## config.mk

```make
export PLATFORM = sky130hd
export DESIGN_NAME = phase_sequencer
export DESIGN_NICKNAME = d
export VERILOG_FILES = /design/src/rtl/phase_sequencer.sv
export SDC_FILE = /design/constraint.sdc
export NUM_CORES = 1
export LEC_CHECK = 0
export ABC_CLOCK_PERIOD_IN_PS = 4970
export BUFFER_PORTS_ARGS = -buffer_cell sky130_fd_sc_hd__buf_4
export CAP_MARGIN = 40
export CORE_MARGIN = 3
export CORE_UTILIZATION = 35
export DETAILED_ROUTE_END_ITERATION = 10
export SYNTH_ARGS = -nofsm -noshare
export SYNTH_HDL_FRONTEND = slang
export SYNTH_SLANG_ARGS = --single-unit
```

## constraint.sdc

```tcl
create_clock -name clk_i -period 4.97 [get_ports clk_i]
set_clock_uncertainty 0.2 [all_clocks]
set_input_delay 0.994 -clock clk_i [delete_from_list [all_inputs] [get_ports clk_i]]
set_output_delay 0.994 -clock clk_i [all_outputs]
set_load 0.005 [all_outputs]
```

## src/rtl/phase_sequencer.sv

```systemverilog
// rtl/phase_sequencer.sv - run/halt/single-step two-phase clock sequencer
module phase_sequencer #(
    parameter int TW      = 4,
    parameter int PH1_LEN = 2,
    parameter int PH2_LEN = 2,
    parameter int GAP_LEN = 1,
    parameter int CNT_W   = 8
) (
    input  logic             clk_i,
    input  logic             rst_n_i,
    input  logic             run_i,
    input  logic             step_i,
    input  logic             halt_req_i,
    output logic             ph1_o,
    output logic             ph2_o,
    output logic             sync_o,
    output logic             halted_o,
    output logic [CNT_W-1:0] cyc_cnt_o
);

    typedef enum logic [2:0] {S_IDLE, S_P1, S_G1, S_P2, S_G2} state_t;

    localparam logic [TW-1:0] P1_LAST  = TW'(PH1_LEN - 1);
    localparam logic [TW-1:0] P2_LAST  = TW'(PH2_LEN - 1);
    localparam logic [TW-1:0] GAP_LAST = TW'((GAP_LEN > 0) ? GAP_LEN - 1 : 0);
    localparam bit            NO_GAP   = (GAP_LEN == 0);

    state_t             state_q, state_d;
    logic [TW-1:0]      timer_q, timer_d;
    logic               step_q, step_d;
    logic [CNT_W-1:0]   cnt_q, cnt_d;
    logic               ph1_q, ph1_d;
    logic               ph2_q, ph2_d;
    logic               sync_q, sync_d;
    logic               halted_q, halted_d;
    logic               cycle_end;
    logic               start_cycle;

    always_ff @(posedge clk_i or negedge rst_n_i) begin
        if (!rst_n_i) begin
            state_q  <= S_IDLE;
            timer_q  <= '0;
            step_q   <= 1'b0;
            cnt_q    <= '0;
            ph1_q    <= 1'b0;
            ph2_q    <= 1'b0;
            sync_q   <= 1'b0;
            halted_q <= 1'b1;
        end else begin
            state_q  <= state_d;
            timer_q  <= timer_d;
            step_q   <= step_d;
            cnt_q    <= cnt_d;
            ph1_q    <= ph1_d;
            ph2_q    <= ph2_d;
            sync_q   <= sync_d;
            halted_q <= halted_d;
        end
    end

    always_comb begin
        state_d     = state_q;
        timer_d     = timer_q + TW'(1);
        step_d      = step_q;
        cnt_d       = cnt_q;
        cycle_end   = 1'b0;
        start_cycle = 1'b0;
        case (state_q)
            S_IDLE: begin
                timer_d = '0;
                // STEP overrides HALT_REQ; the latch only matters when RUN is low
                if ((run_i & ~halt_req_i) | step_i) begin
                    state_d     = S_P1;
                    cnt_d       = cnt_q + CNT_W'(1);
                    step_d      = step_i & ~run_i;
                    start_cycle = 1'b1;
                end
            end
            S_P1: begin
                if (timer_q == P1_LAST) begin
                    timer_d = '0;
                    state_d = NO_GAP ? S_P2 : S_G1;
                end
            end
            S_G1: begin
                if (timer_q == GAP_LAST) begin
                    timer_d = '0;
                    state_d = S_P2;
                end
            end
            S_P2: begin
                if (timer_q == P2_LAST) begin
                    timer_d = '0;
                    if (NO_GAP) cycle_end = 1'b1;
                    else        state_d   = S_G2;
                end
            end
            S_G2: begin
                if (timer_q == GAP_LAST) cycle_end = 1'b1;
            end
            default: begin
                state_d = S_IDLE;
                timer_d = '0;
            end
        endcase
        if (cycle_end) begin
            timer_d = '0;
            if (run_i & ~halt_req_i & ~step_q) begin
                state_d     = S_P1;
                cnt_d       = cnt_q + CNT_W'(1);
                start_cycle = 1'b1;
            end else begin
                state_d = S_IDLE;
                step_d  = 1'b0;
            end
        end
    end

    // Outputs are decoded from the next state so they register alongside it
    always_comb begin
        ph1_d    = (state_d == S_P1);
        ph2_d    = (state_d == S_P2);
        sync_d   = start_cycle;
        halted_d = (state_d == S_IDLE);
    end

    assign ph1_o     = ph1_q;
    assign ph2_o     = ph2_q;
    assign sync_o    = sync_q;
    assign halted_o  = halted_q;
    assign cyc_cnt_o = cnt_q;

endmodule

```

==> results of run 1 <==
## registers in the layout, summed over array words and instances, names as in the netlist
name and count:
timer_q 4, ph2_o 1, step_q 1, ph1_o 1, halted_o 1, sync_o 1
state_q 3, cyc_cnt_o 8
## critical path: stages, from the launching register on
cell,delay [ns]
dfrtp_1,0.44
inv_1,0.08
ha_1,0.25
nor4b_4,0.27
o221a_1,0.45
mux2_1,0.36
## synthesized netlist by cell type
library cell / n
nand2_1: 7
inv_1: 6
nor3_1: 2
buf_6: 1
o21ai_0: 3
a21o_1: 2
a22oi_1: 1
a32oi_1: 1
buf_2: 1
a32o_1: 1
inv_2: 1
dfstp_2: 1
nand3_1: 3
xnor2_1: 7
nor2b_1: 2
nor2_1: 6
dfrtp_1: 19
buf_4: 1
mux2_1: 1
a311oi_1: 1
o221a_1: 1
nor4b_4: 1
xor2_1: 3
o211ai_1: 1
nor2_2: 1
a21oi_1: 2
a211o_1: 1
o22ai_1: 2
nand4_1: 5
and3_1: 3
a31oi_1: 2
ha_1: 4
## kinds of logic (layout without fill, tap and decap cells)
logic type      after synthesis  in the layout
simple gates                 30             30
flops                        20             20
compound gates               18             18
xor+xnor                     10             10
buf+inv                      10             27
fa+ha+maj                     4              4
mux                           1              1
## final timing paths
| kind | from | end | slack [ns] |
|---|---|---|---|
| worst max-delay path | timer_q[0] | cyc_cnt_o[1] | 2.81 |
| worst min-delay path | cyc_cnt_o[7] | cyc_cnt_o[7] | 0.28 |
| worst max register to register | timer_q[0] | cyc_cnt_o[1] | 2.81 |
| worst min register to register | cyc_cnt_o[7] | cyc_cnt_o[7] | 0.28 |
| max in group asynchronous | rst_n_i | halted_o | 3.97 |
| min in group asynchronous | rst_n_i | ph1_o | 0.34 |
## area by class of cell
type,count,area (um2)
fill,247,1410
sequential,20,502
multi-input combinational,63,443
timing repair buffer,16,120
tap,30,37.5
clock inverter,1,30.0
inverter,7,26.3
clock buffer,3,22.5
## power by group through the flow
| stage | logic, mW | registers [mW] | clock network (mW) |
|---|---|---|---|
| final | 0.284 | 0.299 | 0.132 |
| after global routing | 0.326 | 0.311 | 0.144 |
| after detailed placement | 0.287 | 0.301 | 0 |
| after floorplan | 0.217 | 0.277 | 0 |
| after CTS | 0.288 | 0.298 | 0.138 |
| after global placement | 0.280 | 0.300 | 0 |
## metal layers
metal	vias to the layer above	part of all wire, %	GRT usage, %
met5	-	0	0
met2	11	45	18.3
met1	346	49	17.4
li1	360	-	-
met3	2	4.8	4.79
met4	0	0.81	4.21
## per-stage QoR
step	area [um2]	hold WS [ns]	util (%)	worst slack, ns
finish	1180	0.280	45.6	2.81
global route	1180	0.308	45.6	2.65
CTS	1180	0.289	45.6	2.80
detailed placement	1130	0.270	43.6	2.56
global placement	1130	0.264	43.6	2.58
floorplan	995	0.268	-	2.84
==> reports/qor.csv, run 1 <==
metric,value,unit
status,"complete, no violations",
Worst Setup Path Type,register to register,
routability cong.,0.834,
top cell type's share of synthesized area,47.8,%
Cells after Synth,93,
CTS H-tree depth,1,
Cell Pwr Density,605,nW/um2
final total power,714,uW
sequential share of the synthesized area,50.4,%
cells on worst reg2reg path,5,
GRT overflow,0,
worst hold stages,1,
CTS tree,yes,
first-pass GRT wire length,3350,um
post-CTS setup buffers,0,
DR pass1 iterations,4,
Synth Cell Area,995,um2
Hold Crit Class,register to register,
n_diodes,0,
Max Cap Viol,0,
io pins,17,
Sw Ratio,37.7,%
Cell variety after synth,32,
setup TNS,0,ns
most frequent cells in the layout,"19 x dfrtp_1, 16 x buf_4, 7 x xnor2_1, 7 x nand2_1",
CTS sink cnt,20,
Die Ht,59.3,um
die area,3520,um2
period utilization,43.5,%
Post-Route WL,1850,um
num rows,18,
fin nets,120,
largest net degree at the start of global routing,21,
# port buffers,16,
residual DRC count,0,
internal power,445,uW
Yosys warnings,0,
drt initial violations,22,
Avg Inst Size Synth,10.7,um2
Core ar.,2590,um2
clk root buf,clkbuf_4,
initial antenna violation count,0,
endpoints failing hold,0,
mux contribution to synthesized area,1.13,%
TritonCTS Buffers,3,
min Tclk post-route,2.16,ns
Switch Pwr,270,uW
syn_nets,102,
Comb power frac,39.7,%
routed vias,719,
Area Overhead vs Synth,18.7,%
Worst-path clk slew,0.10,ns
die span in x,59.3,um
Worst VDD drop,0.000337,V
Slew Limit Fails,0,
Synth Area in XOR/XNOR,8.81,%
Clock power frac,18.4,%
Critical Path RT,4.96,ns
leading area contributor after synthesis,dfrtp_1,
final std cells w/o fill,140,
share of layout cells above drive strength 1,21.8,%
Clock Latency Late Sink,0.31,ns
adder and majority cell fraction of the synthesized area,5.03,%
"commonest non-fill, non-tap cell in the layout",dfrtp_1,
Inst Count DP,136,
type of origin of the critical path,register,
"FF+latch count, synth",20,
largest family of logic cells by synthesized area,simple AND/OR/NAND/NOR gates,
Final Setup Violations,0,
gr usage total,12.7,%
vias in the first global route,717,
worst-case clock buffer depth,2,
synth top area cells,"dfrtp_1 48%, xnor2_1 6.2%, ha_1 5.0%",
cts hold-fix bufs,0,
Worst-Margin Slew,0.386,ns
Crit Path Max Fanout,10,
"Gates resized, CTS repair",0,
Post-DRT Antenna Nets,0,
wire per inst,13.2,um
Flop pwr share,41.8,%
post-synthesis simple-gate area fraction,16.7,%
Initial Util,38.4,%
Slew HR,74.3,%
WP data arrival,2.15,ns
Vias/cell,5.14,
DP HPWL,1340,um
complex-gate fraction of the synthesized area,12.8,%
Max Freq,0.463,GHz
RSZ-0062 raised after global routing,no,
Leakage,0.562,nW
CP endpoint kind,register,
Note: power is estimated with default switching activity, not from simulation.
==> run 2, diff against run 1 <==
--- a/config.mk
+++ b/config.mk
@@ -5,7 +5,7 @@
 export SDC_FILE = /design/constraint.sdc
 export NUM_CORES = 1
 export LEC_CHECK = 0
-export ABC_CLOCK_PERIOD_IN_PS = 4970
+export ABC_CLOCK_PERIOD_IN_PS = 1800
 export BUFFER_PORTS_ARGS = -buffer_cell sky130_fd_sc_hd__buf_4
 export CAP_MARGIN = 40
 export CORE_MARGIN = 3
==> constraint.sdc (replaced) <==
create_clock -name clk_i -period 1.8 [get_ports clk_i]
set_clock_uncertainty 0.2 [all_clocks]
set_input_delay 0.36 -clock clk_i [delete_from_list [all_inputs] [get_ports clk_i]]
set_output_delay 0.36 -clock clk_i [all_outputs]
set_load 0.005 [all_outputs]
==> run 2 against run 1 <==
Clock power grew to 2.7 times the previous value. Critical path depth is the same. Flip-flop and latch count did not move. Sequential share of layout area fell by 4.9 points. Clock-buffer cell count unchanged. Wire length up 6.9%. Combinational power rose to 4.0 times the previous value. Via count is 13% higher. Hold slack worse by 0.040 ns. Largest cell class unchanged. Largest power group is now combinational cells.
==> reports/qor.csv, run 2 (same netlist as run 1, synthesis figures left out) <==
metric,value,unit,change
min Tclk post-route,1.76,ns,was 2.16 ns
Vias/cell,5.15,,was 5.14
status,"complete, no violations",,unchanged
largest net degree at the start of global routing,21,,unchanged
die area,3520,um2,unchanged
period utilization,97.8,%,was 43.5%
fin area,1340,um2,was 1180 um2
endpoints failing hold,0,,unchanged
Post-DRT Antenna Nets,0,,unchanged
routed vias,809,,was 719
Worst VDD drop,0.000949,V,was 0.000337 V
Die Ht,59.3,um,unchanged
initial antenna violation count,0,,unchanged
Cell Pwr Density,1690,nW/um2,was 605 nW/um2
Leakage,0.651,nW,was 0.562 nW
residual DRC count,0,,unchanged
Clock Latency Late Sink,0.30,ns,was 0.31 ns
# port buffers,16,,unchanged
final total power,2.25,mW,was 714 uW
vias in the first global route,742,,was 717
wire per inst,12.6,um,was 13.2 um
type of origin of the critical path,register,,unchanged
Final Setup Violations,0,,unchanged
Crit Path Max Fanout,8,,was 10
Hold Crit Class,primary input to register,,was register to register
worst hold margin,0.240,ns,was 0.280 ns
worst-case clock buffer depth,2,,unchanged
DR pass1 iterations,4,,unchanged
n_diodes,0,,unchanged
fin nets,137,,was 120
share of layout cells above drive strength 1,35.4,%,was 21.8%
CTS H-tree depth,1,,unchanged
Worst Setup Path Type,register to register,,unchanged
clk root buf,clkbuf_4,,unchanged
gr usage total,12.3,%,was 12.7%
Reg2Reg Setup Slack,0.04,ns,was 2.81 ns
Slew Limit Fails,0,,unchanged
setup TNS,0,ns,unchanged
drt initial violations,20,,was 22
WP data arrival,1.76,ns,was 2.15 ns
DP HPWL,1470,um,was 1340 um
Initial Util,38.4,%,unchanged
CTS tree,yes,,unchanged
placed instance area,1250,um2,was 1130 um2
"commonest non-fill, non-tap cell in the layout",buf_4,,was dfrtp_1
Slew HR,78.2,%,was 74.3%
final core utilization,51.6,%,was 45.6%
Worst-path clk slew,0.12,ns,was 0.10 ns
worst reg2reg startpoint,timer_q[1],,was timer_q[0]
first-pass GRT wire length,3280,um,was 3350 um
Worst-Margin Slew,0.325,ns,was 0.386 ns
most frequent cells in the layout,"32 x buf_4, 19 x dfrtp_1, 7 x xnor2_1, 7 x nand2_1, 6 x nor2_1",,"was 19 x dfrtp_1, 16 x buf_4, 7 x xnor2_1, 7 x nand2_1"
max reg flops,8,,unchanged
io pins,17,,unchanged
reg2reg end,cyc_cnt_o[1],,unchanged
num rows,18,,unchanged
routability cong.,0.951,,was 0.834
Max Cap Viol,0,,unchanged
Worst Setup SP,timer_q[1],,was timer_q[0]
Area Overhead vs Synth,34.3,%,was 18.7%
cells on worst reg2reg path,5,,unchanged
Max Freq,0.568,GHz,was 0.463 GHz
Critical Path RT,1.80,ns,was 4.96 ns
Core ar.,2590,um2,unchanged
Post-Route WL,1980,um,was 1850 um
CTS sink cnt,20,,unchanged
GRT overflow,0,,unchanged
end of the critical path,cyc_cnt_o[1],,unchanged
die span in x,59.3,um,unchanged
TritonCTS Buffers,3,,unchanged
CP endpoint kind,register,,unchanged
run 2: cell count changes in the layout (fill, tap and decap cells not counted), sizes merged:
cell,change
buf,+16
dlygate4sd3,+1
run 2: per-layer routing:
metal	GRT usage [%]	vias up	wire length, um
li1	-	398	-
met1	16.4	386	882
met2	19.3	23	964
met3	3.92	2	111
met4	3.24	0	16
met5	0	-	0
run 2: layout make-up:
cell class,instances,area [um2]
fillers,238,1250
flip-flops and latches,20,502
inverters,7,26.3
well taps,30,37.5
repair buffers,33,250
multi-input cells,63,468
clock buffers,3,22.5
clock inverters,1,30.0
run 2: timing repair:
action | CTS | global route
setup endpoints to repair | 7 | 8
resized for setup | 1 | 2
hold endpoints to repair | 20 | 0
buffers inserted | 0 | 2
hold buffers | 1 | 0
pin swaps | 0 | 4
run 2: power by group:
group / switching, mW / internal (mW)
sequential: 0.140 / 0.614
clock: 0.136 / 0.225
combinational: 0.536 / 0.601
run 2: metrics by stage:
stage | instances | setup slack [ns]
2_1_floorplan | 93 | 0.0181
3_3_place_gp | 150 | -0.0123
3_5_place_dp | 150 | -0.0607
4_1_cts | 155 | 0.0129
5_1_grt | 157 | -0.0420
6_report | 157 | 0.0389
run 2: how the worst min path moves through the flow:
stage,from,endpoint,slack [ns],cells after the start
after floorplan,rst_n_i,cyc_cnt_o[0],-0.14,0
after global placement,rst_n_i,state_q[2],0.05,1
after detailed placement,rst_n_i,ph1_o,0.05,1
after CTS,run_i,step_q,0.23,3
after global routing,rst_n_i,state_q[2],0.26,2
final,run_i,step_q,0.24,3
run 2: critical path: stages (launching register included):
cell     delay (ns)
dfrtp_1        0.40
inv_2          0.09
ha_4           0.13
nor4b_4        0.25
o221a_4        0.29
mux2_4         0.31
